===== src/rtl/mem_pkg.sv =====
// Shared defaults and FSM encoding for the memory-slave initiator.
package mem_pkg;

    localparam int MEM_WIDTH = 16;
    localparam int MEM_DEPTH = 64;

    typedef enum logic [1:0] {
        ST_IDLE  = 2'd0,
        ST_FETCH = 2'd1,
        ST_REQ   = 2'd2,
        ST_GAP   = 2'd3
    } state_e;

endpackage


===== src/rtl/mem_master.sv =====
// Burst initiator for the valid/ready single-port memory slave.
// Takes one command (read/write, base address, beat count) and runs one beat per
// slave handshake at incrementing, wrapping addresses.
//
// Handshake rules: a command or write word transfers on the rising edge where both
// its valid and ready are high. The memory side is four-phase: mem_valid_o stays high
// until the slave's ready is seen, then drops. The master then waits in GAP for ready
// to fall, which absorbs the slave's stale ready and its harmless repeat of the op.
// rd_valid_o has no backpressure.
module mem_master
    import mem_pkg::*;
#(
    parameter int WIDTH      = MEM_WIDTH,
    parameter int DEPTH      = MEM_DEPTH,
    parameter int ADDR_WIDTH = $clog2(DEPTH),
    parameter int TIMEOUT    = 32
) (
    input  logic                  clk_i,
    input  logic                  rst_i,
    input  logic                  cmd_valid_i,
    output logic                  cmd_ready_o,
    input  logic                  cmd_wr_i,
    input  logic [ADDR_WIDTH-1:0] cmd_addr_i,
    input  logic [ADDR_WIDTH:0]   cmd_len_i,
    input  logic                  wd_valid_i,
    output logic                  wd_ready_o,
    input  logic [WIDTH-1:0]      wd_data_i,
    output logic                  rd_valid_o,
    output logic [WIDTH-1:0]      rd_data_o,
    output logic                  done_o,
    output logic                  err_o,
    output logic                  mem_valid_o,
    output logic [ADDR_WIDTH-1:0] mem_addr_o,
    output logic [WIDTH-1:0]      mem_wdata_o,
    output logic                  mem_wr_rd_en_o,
    input  logic                  mem_ready_i,
    input  logic [WIDTH-1:0]      mem_rdata_i
);

    localparam int LW = ADDR_WIDTH + 1;
    localparam int TW = $clog2(TIMEOUT + 1);

    state_e                state_q;
    logic                  cmd_ready_q;
    logic                  wd_ready_q;
    logic                  rd_valid_q;
    logic [WIDTH-1:0]      rd_data_q;
    logic                  done_q;
    logic                  err_q;
    logic                  mem_valid_q;
    logic [ADDR_WIDTH-1:0] addr_q;
    logic [ADDR_WIDTH-1:0] addr_d;
    logic [WIDTH-1:0]      wdata_q;
    logic                  wr_q;
    logic [LW-1:0]         len_q;
    logic [LW-1:0]         beat_q;
    logic [TW-1:0]         tmo_q;

    // Next beat address, wrapping at the top of the slave's address space.
    always_comb begin
        addr_d = addr_q + ADDR_WIDTH'(1);
        if (addr_q == ADDR_WIDTH'(DEPTH - 1)) begin
            addr_d = '0;
        end
    end

    // Burst FSM with all outputs registered; pulses default low every cycle.
    always_ff @(posedge clk_i or posedge rst_i) begin
        if (rst_i) begin
            state_q     <= ST_IDLE;
            cmd_ready_q <= 1'b1;
            wd_ready_q  <= 1'b0;
            rd_valid_q  <= 1'b0;
            rd_data_q   <= '0;
            done_q      <= 1'b0;
            err_q       <= 1'b0;
            mem_valid_q <= 1'b0;
            addr_q      <= '0;
            wdata_q     <= '0;
            wr_q        <= 1'b0;
            len_q       <= '0;
            beat_q      <= '0;
            tmo_q       <= '0;
        end else begin
            rd_valid_q <= 1'b0;
            done_q     <= 1'b0;
            err_q      <= 1'b0;
            case (state_q)
                ST_IDLE: begin
                    if (cmd_valid_i) begin
                        wr_q   <= cmd_wr_i;
                        addr_q <= cmd_addr_i;
                        len_q  <= cmd_len_i;
                        beat_q <= '0;
                        tmo_q  <= '0;
                        if (cmd_len_i == '0) begin
                            // Empty burst: acknowledge and stay ready.
                            done_q <= 1'b1;
                        end else if (cmd_wr_i) begin
                            cmd_ready_q <= 1'b0;
                            wd_ready_q  <= 1'b1;
                            state_q     <= ST_FETCH;
                        end else begin
                            cmd_ready_q <= 1'b0;
                            mem_valid_q <= 1'b1;
                            state_q     <= ST_REQ;
                        end
                    end
                end
                ST_FETCH: begin
                    if (wd_valid_i) begin
                        wdata_q     <= wd_data_i;
                        wd_ready_q  <= 1'b0;
                        mem_valid_q <= 1'b1;
                        tmo_q       <= '0;
                        state_q     <= ST_REQ;
                    end
                end
                ST_REQ: begin
                    if (mem_ready_i) begin
                        if (!wr_q) begin
                            rd_data_q  <= mem_rdata_i;
                            rd_valid_q <= 1'b1;
                        end
                        mem_valid_q <= 1'b0;
                        addr_q      <= addr_d;
                        beat_q      <= beat_q + LW'(1);
                        state_q     <= ST_GAP;
                    end else if (tmo_q == TW'(TIMEOUT - 1)) begin
                        // Slave never answered: abort the whole burst.
                        mem_valid_q <= 1'b0;
                        done_q      <= 1'b1;
                        err_q       <= 1'b1;
                        cmd_ready_q <= 1'b1;
                        state_q     <= ST_IDLE;
                    end else begin
                        tmo_q <= tmo_q + TW'(1);
                    end
                end
                ST_GAP: begin
                    if (!mem_ready_i) begin
                        if (beat_q == len_q) begin
                            done_q      <= 1'b1;
                            cmd_ready_q <= 1'b1;
                            state_q     <= ST_IDLE;
                        end else if (wr_q) begin
                            wd_ready_q <= 1'b1;
                            state_q    <= ST_FETCH;
                        end else begin
                            mem_valid_q <= 1'b1;
                            tmo_q       <= '0;
                            state_q     <= ST_REQ;
                        end
                    end
                end
                default: begin
                    state_q <= ST_IDLE;
                end
            endcase
        end
    end

    assign cmd_ready_o    = cmd_ready_q;
    assign wd_ready_o     = wd_ready_q;
    assign rd_valid_o     = rd_valid_q;
    assign rd_data_o      = rd_data_q;
    assign done_o         = done_q;
    assign err_o          = err_q;
    assign mem_valid_o    = mem_valid_q;
    assign mem_addr_o     = addr_q;
    assign mem_wdata_o    = wdata_q;
    assign mem_wr_rd_en_o = wr_q;

endmodule


===== config.mk =====
export PLATFORM = sky130hd
export DESIGN_NAME = mem_master
export DESIGN_NICKNAME = d
export VERILOG_FILES = /design/src/rtl/mem_pkg.sv /design/src/rtl/mem_master.sv
export SDC_FILE = /design/constraint.sdc
export NUM_CORES = 1
export LEC_CHECK = 0
export ABC_AREA = 0
export BUFFER_PORTS_ARGS = -buffer_cell sky130_fd_sc_hd__buf_2
export CAP_MARGIN = 5
export CORE_ASPECT_RATIO = 0.75
export CORE_UTILIZATION = 55
export DETAILED_ROUTE_END_ITERATION = 8
export GPL_TIMING_DRIVEN = 0
export PLACE_DENSITY = 0.85
export SYNTH_ARGS = -nofsm -noshare
export SYNTH_HDL_FRONTEND = slang
export SYNTH_SLANG_ARGS = --single-unit

===== constraint.sdc =====
create_clock -name clk_i -period 6.9 [get_ports clk_i]
set_clock_uncertainty 0.1 [all_clocks]
set_input_delay 1.38 -clock clk_i [delete_from_list [all_inputs] [get_ports clk_i]]
set_output_delay 1.38 -clock clk_i [all_outputs]
set_load 0.05 [all_outputs]

### After elaboration in Yosys (flattened, before gate mapping)

Index checks and enable logic that the tools add are counted.

* register bits: 67
* input bits: 51
* output and inout bits: 45

* $add $sub $neg: 3
* equality and inequality tests: 21
* muxes and demuxes: 61
* bitwise gates (word level): 1
* reduce and logical (&&, ||, !) cells: 14

Operator list (count)
* 6-bit 2-to-1 mux: 10
* 1-bit 2-to-1 mux: 32
* 2-bit inequality test, second input constant: 14
* 6-bit case mux with 4 select lines: 1
* 2-bit 2-to-1 mux: 9
* 8-bit AND reduction: 2
* 7-bit 2-to-1 mux: 2
* 7-bit case mux with 2 select lines: 1
* 7-bit AND reduction: 2
* 6-bit by 1-bit adder with 6-bit output, second input constant: 2
* 6-bit case mux with 2 select lines: 1
* 1-bit case mux with 3 select lines: 3
* 2-bit case mux with 4 select lines: 1
* 7-bit by 1-bit adder with 7-bit output, second input constant: 1
* 7-bit equality test: 1
* 7-bit logical NOT: 1
* 6-bit by 5-bit equality test with 1-bit output, second input constant: 1
* 6-bit equality test, second input constant: 1
* 3-bit AND reduction: 2
* 3-bit nonzero test: 2
* 5-bit AND reduction: 1
* 2-bit equality test, second input constant: 2
* 1-bit case mux with 4 select lines: 1
* 2-bit AND reduction: 2
* 5 further kinds: 5

### Longest topological paths before layout

Gate-level depths: netlist of the first run.

* depth after elaboration: 4
* gate-level depth with buffers: 7
* depth with buffers taken out: 6

### Least setup slack after synthesis of the first run

OpenSTA, ideal clock, no wires.

* path kind: input to register
* start: input mem_ready_i
* end: register rd_data_q[10] (netlist: rd_data_o[10])
* library setup time: 0.128 ns
* arrival time: 2.367 ns
* slack: 4.306 ns
* stages: 5
* buffers on the path: 2
* cells stage by stage: buf_2 -> nand2_1 -> nor2_4 -> buf_4 -> mux2_1

* cells in the longest elaborated chain, start to end: 1

RTL lines
* from (decl): RTL line mem_master.sv:36 `input logic mem_ready_i,`
* 3-bit AND reduction (no line)
* to (signal assigned): RTL line mem_master.sv:122 `rd_data_q <= mem_rdata_i;`
* to (decl): RTL line mem_master.sv:47 `logic [WIDTH-1:0] rd_data_q;`

No other way between the ends.
A chain may end at the register's enable or synchronous reset.

### Worst setup path after layout of the first run

* start: register cmd_ready_q (netlist: cmd_ready_o)
* end: output cmd_ready_o

RTL lines
* from (decl): RTL line mem_master.sv:44 `logic cmd_ready_q;`
* from (signal assigned): RTL line mem_master.sv:71 `cmd_ready_q <= 1'b1;`
* from (signal assigned): RTL line mem_master.sv:100 `cmd_ready_q <= 1'b0;`
* from (signal assigned): RTL line mem_master.sv:104 `cmd_ready_q <= 1'b0;`
* to (decl): RTL line mem_master.sv:21 `output logic cmd_ready_o,`

No word-level cell between the ends.

==> results.md, run 1 <==
* Antenna diodes at 0
* Pins Over Slew Limit at 0
* Gate count after technology mapping at 268
* Asr flop ratio synth at 100.0%
* Layout cells sized above 1 at 34.74%
* Count of maximum capacitance violations at 0
* I/O pins at 96
* CP Cell Sequence: buf_2
* Cell taking the most area after synthesis: dfrtp_1
* Reg2Reg Depth at 6
* Delay-heaviest family, CP: flip-flops
* Worst stage delay on the critical path at 0.54 ns
* Initial antenna violation count at 0
* Endpoints failing hold at 0
* Nets at 429
* Syn avg cell area at 11.57 sq um
* Synthesized area at 3102 sq um
* DR DRC count at 0
* Clk buf depth at 2
* CP bufs+invs at 1
* Worst slack at placement at 3.958 ns
* Worst slew margin at 61.72%
* P&R area growth vs syn at 26.30%
* Critical path peak fanout at 3
* Final wirelength at 6630 um
* Worst path depth at 1
* Core Rows at 23
* Placed cell count at 439
* First-pass GRT wire length at 10960 um
* Power Dens Cells at 540.9 nW/um^2
* Seq/Total Area, Yosys at 54.09%
* Clock transition at path regs at 0.07 ns
* CTS Hold Bufs at 0
* Clock root cell: clkbuf_8
* CP Class: flop to primary output
* Core area at 5381 sq um
* Final RePlAce weighted congestion at 0.8724
* Via count at 2439
* Final worst path period need at 2.621 ns
* Syn Nets at 322
* Synth cell count leaders: dfrtp_1 (66), mux2_1 (40), nand2_1 (24)
* Peak supply drop at 388.1 uV
* Port Buffers at 95
* Fin Setup TNS at 0 ns
* Die ar. at 5947 sq um
* WP data required at 5.42 ns
* Setup crit end kind: primary output
* Most common flop cell mapped by yosys: dfrtp_1
* RR Endpoint: tmo_q[4]
* Post-cts sizing count at 0
* Overall power at 2.119 mW
* R2R Setup Slk at 4.91 ns
* Worst setup margin at 4.279 ns
* Flops & latches, synth at 67
* Hold EP: rd_data_o[6]
* Largest net degree at the start of global routing at 41
* Startpoint Class: flop
* Drt initial violations at 132
* Die Y at 67.04 um
* Top cells by area, synth: dfrtp_1 (53%), mux2_1 (15%), xor2_1 (3.1%)
* Routed len/inst at 14.57 um
* Yosys warnings at 0
* Slew @ Worst Pin at 0.5733 ns
* Routed Antenna Nets at 0
* DRT Pass-1 Iters at 4
* Lkg Pwr at 1.907 nW
* Worst-skew pair later-pin latency at 0.34 ns
* Final setup viols at 0
* Startpoint of the worst hold path: rd_data_o[6]
* Hold path depth at 1
* Vias per Instance at 5.360
* H-Tree Level Count at 3
* DP HPWL at 4927 um
* Status: completed
* Synth top area share at 53.25%
* CTS sink cnt at 67
* Worst hold-check path type: flop to flop
* Highest Clock Rate at 381.6 MHz
* Total grt overflow at 0
* Total GRT Usage at 25.03%
* WP data arrival at 1.14 ns
* Starting Density at 57.64%
* Num CTS Buffers at 9
* Die X at 88.72 um
* Post-layout util at 72.80%
* Non-filler instance count after layout at 455
* Tcrit/Tclk final at 37.98%
* Reg2reg start: tmo_q[0]
* Number of synthesized flops with an enable pin at 0
* Setup Buffers After CTS at 0
* Distinct cell type count after synthesis at 45
* Most frequent cell after synthesis: dfrtp_1
* CTS tree: yes
* CP max stage cell: dfstp_2
* Vias in the first global route at 2336
* RSZ-0062 raised after global routing: false
==> worst max-delay path by stage <==
stage / from / endpoint / slack (ns)
6_report: cmd_ready_o / cmd_ready_o / 4.28
5_1_grt: mem_ready_i / rd_data_o[8] / 4.21
4_1_cts: cmd_ready_o / cmd_ready_o / 4.26
3_5_place_dp: mem_ready_i / rd_data_o[15] / 3.96
3_3_place_gp: rst_i / tmo_q[0] / 3.01
2_1_floorplan: rst_i / beat_q[0] / 3.74
==> flip-flops by register name, summed over array words and instances (netlist names) <==
name and count:
len_q 7, done_o 1, beat_q 7, wd_ready_o 1, state_q 2, mem_addr_o 6, tmo_q 6, cmd_ready_o 1
mem_valid_o 1, mem_wdata_o 16, rd_valid_o 1, mem_wr_rd_en_o 1, rd_data_o 16, err_o 1
==> kinds of logic after synthesis <==
kind of cell	Yosys count	synth area share, %
flip-flops	67	54.09
AND/OR/NAND/NOR	81	13.76
adder cells (fa/ha/maj)	3	1.210
multiplexers	42	15.17
AO/OA/AOI/OAI	50	10.33
buffers and inverters	14	2.339
XOR/XNOR	11	3.106
==> metrics by stage <==
| step | hold slack [ns] | cell area, sq um |
|---|---|---|
| 3_3_place_gp | 0.3637 | 3671 |
| 6_report | 0.3837 | 3918 |
| 2_1_floorplan | 0.3615 | 3102 |
| 5_1_grt | 0.4063 | 3918 |
| 3_5_place_dp | 0.3691 | 3691 |
| 4_1_cts | 0.3865 | 3918 |
==> cell usage in the layout, fill, tap and decap left out, types with 2 or more instances in the layout <==
cell type / instances
nor2b_1: 4
nand2b_1: 4
dfrtp_1: 66
a21oi_1: 14
nor4_1: 3
a21o_1: 2
mux2_1: 40
o21ai_1: 12
a211o_1: 2
ha_1: 3
clkinvlp_4: 2
buf_2: 99
and3_1: 4
a22oi_1: 2
o21ai_0: 5
or3_1: 3
inv_2: 2
mux2i_1: 2
clkbuf_8: 10
xor2_1: 11
bufinv_16: 2
nor2_1: 17
a221oi_1: 2
inv_1: 3
nor3_1: 5
nand3_1: 8
nor2_4: 2
nand2_1: 24
o31ai_1: 2
buf_4: 4
==> layout make-up <==
class / instances / area, sq um
multi-input combinational: 187 / 1351
fill: 403 / 1464
clock buffer: 10 / 137.6
clock inverter: 6 / 88.84
inverter: 5 / 18.77
timing repair buffer: 96 / 495.5
sequential: 67 / 1678
tap: 75 / 93.84
buffer: 9 / 53.80
==> where the power goes <==
part	leakage, nW	switching (mW)	total (mW)	internal, mW
Sequential	0.821	0.107	0.668	0.562
Combinational	0.978	0.780	1.09	0.307
Clock	0.108	0.150	0.363	0.213
==> per-layer routing <==
layer | GRT usage, % | wire length (um)
met3 | 7.311 | 373
met4 | 7.460 | 68
met1 | 31.86 | 2899
met2 | 41.35 | 3288
met5 | 0 | 0
Note: power is estimated with default switching activity, not from simulation.
==> run 2: changes to the inputs <==
Settings changed: CORE_UTILIZATION 55 to 51, PLACE_DENSITY 0.85 to 0.8.
Clock period 6.9 ns to 2.57 ns, I/O delays scaled along.
==> run 2 against run 1 <==
Effect of this change:
- clock power rose to 2.7 times the previous value
- first-iteration DRC count fell by 6.1%
- critical path depth rose by 5
- wire length fell by 2.2%
- setup slack got worse by 3.7 ns
- combinational power rose to 2.7 times the previous value
- via count fell by 0.66%
- global-route usage fell by 2.9 points
- sequential share of layout area fell by 0.14 points
- die area rose by 7.6%
- flip-flop and latch count did not move
- worst hold slack got worse by 0.25 ns
- critical path type is now flop to flop
==> results.md, run 2 (synthesized netlist as in run 1, its figures left out) <==
* Status: completed
* CP Cell Sequence: buf_4 > nor2_4 > nand2_1 > nor2_4 > buf_4 > mux2_1
* Clk buf depth at 2 (unchanged)
* Setup crit end kind: flop
* WP data required at 2.69 ns (-2.73 ns)
* Power Dens Cells at 1449 nW/um^2 (+170%)
* Non-filler instance count after layout at 458 (+0.66%)
* Total GRT Usage at 22.11% (-2.9 points)
* Core Rows at 24 (+4.3%)
* Starting Density at 53.24% (-4.4 points)
* Count of maximum capacitance violations at 0 (unchanged)
* Critical path peak fanout at 10 (+7)
* Layout cells sized above 1 at 34.74% (unchanged)
* Core area at 5826 sq um (+8.3%)
* H-Tree Level Count at 3 (unchanged)
* Initial antenna violation count at 0 (unchanged)
* Worst hold-check path type: input pin to asynchronous set/reset pin
* Clock transition at path regs at 0.07 ns (about the same)
* Worst slew margin at 60.57% (-1.2 points)
* Worst-skew pair later-pin latency at 0.34 ns (about the same)
* First-pass GRT wire length at 10890 um (-0.63%)
* Most common cell after layout, fill and taps aside: buf_2
* Routed Antenna Nets at 0 (unchanged)
* CTS Hold Bufs at 0 (unchanged)
* Port Buffers at 95 (unchanged)
* Lkg Pwr at 1.911 nW (+0.19%)
* Worst stage delay on the critical path at 0.36 ns (-0.18 ns)
* Tcrit/Tclk final at 78.61%
* Slew @ Worst Pin at 0.5905 ns (+0.01726 ns)
* DP Area at 3695 sq um (+0.10%)
* Num CTS Buffers at 9 (unchanged)
* Final setup viols at 0 (unchanged)
* Routed len/inst at 14.15 um (-2.9%)
* Pins Over Slew Limit at 0 (unchanged)
* Setup Buffers After CTS at 0 (unchanged)
* DR DRC count at 0 (unchanged)
* Peak supply drop at 879.3 uV (+130%)
* Die ar. at 6401 sq um (+7.6%)
* Fin Setup TNS at 0 ns (unchanged)
* Final worst path period need at 2.020 ns
* Final RePlAce weighted congestion at 0.8776 (+0.60%)
* WP data arrival at 2.14 ns (+1.00 ns)
* Fin area at 3930 sq um (+0.32%)
* DRT Pass-1 Iters at 4 (unchanged)
* RSZ-0062 raised after global routing: false
* Largest net degree at the start of global routing at 41 (unchanged)
* Endpoints failing hold at 0 (unchanged)
* Overall power at 5.695 mW (+170%)
* CTS sink cnt at 67 (unchanged)
* Antenna diodes at 0 (unchanged)
* Total grt overflow at 0 (unchanged)
* Vias per Instance at 5.290 (-1.3%)
* Most frequent cells in the layout: buf_2 (99), dfrtp_1 (66), mux2_1 (40), nand2_1 (24), nor2_1 (17)
* Post-layout util at 67.46% (-5.3 points)
* Fin Hold WS at 0.1305 ns (-0.2532 ns)
* Die Y at 69.54 um (+3.7%)
* Highest Clock Rate at 495.0 MHz
* Placed cell count at 442 (+0.68%)
* Startpoint Class: flop
* CTS tree: yes
* Via count at 2423 (-0.66%)
* I/O pins at 96 (unchanged)
* Worst slack at placement at 0.4547 ns (-3.503 ns)
* CP max stage cell: dfrtp_1
* CP Class: flop to flop
* Post-cts sizing count at 0 (unchanged)
* DP HPWL at 4901 um (-0.53%)
* P&R area growth vs syn at 26.70%
* Worst setup margin at 0.5497 ns (-3.730 ns)
* Drt initial violations at 124 (-6.1%)
* Nets at 429 (unchanged)
* Vias in the first global route at 2373 (+1.6%)
* Die X at 92.05 um (+3.8%)
* Clock root cell: clkbuf_8
* Final wirelength at 6482 um (-2.2%)
[run 2: cell count changes in the layout (fill, tap and decap cells not counted)]
cell | previous run | this run
clkbuf_8 | 10 | 11
clkinv_2 | 1 | 0
clkinv_4 | 1 | 0
inv_6 | 0 | 1
[run 2: routing by layer]
layer	part of all wire [%]	up-vias	track usage (%)
met3	5.6	10	6.798
met1	44	1165	28.68
li1	-	1173	-
met5	0	-	0
met2	49	75	35.32
met4	1.7	0	7.813
[run 2: power breakdown]
group | internal, mW | switching (mW)
Sequential | 1.51 | 0.289
Clock | 0.602 | 0.391
Combinational | 0.824 | 2.08
Total | 2.93 | 2.76
[run 2: final cells by class]
type / instances / area (sq um)
Fill cell: 473 / 1896
Sequential cell: 67 / 1678
Multi-Input combinational cell: 187 / 1351
Timing Repair Buffer: 96 / 495.5
Clock buffer: 11 / 151.4
Tap cell: 78 / 97.59
Clock inverter: 5 / 83.83
Buffer: 9 / 53.80
Inverter: 5 / 18.77
[run 2: path summary, 6_finish.rpt]
check	slack, ns	startpoint	cells past startpoint	end
max	0.55	state_q[0]	6	rd_data_o[11]
min	0.13	rst_i	2	mem_wdata_o[3]
max reg2reg	0.55	state_q[0]	6	rd_data_o[11]
min reg2reg	0.39	rd_data_o[15]	1	rd_data_o[15]
max in group asynchronous	1.63	rst_i	3	beat_q[4]
min in group clk_i	0.28	wd_data_i[5]	2	mem_wdata_o[5]
[run 2: worst max-delay path, delay by kind of cell, from the launching register on]
kind	cells	cell delay, ns
and+or+nand+nor	3	0.69
buffers and inverters	2	0.40
DFF	1	0.36
muxes	1	0.34
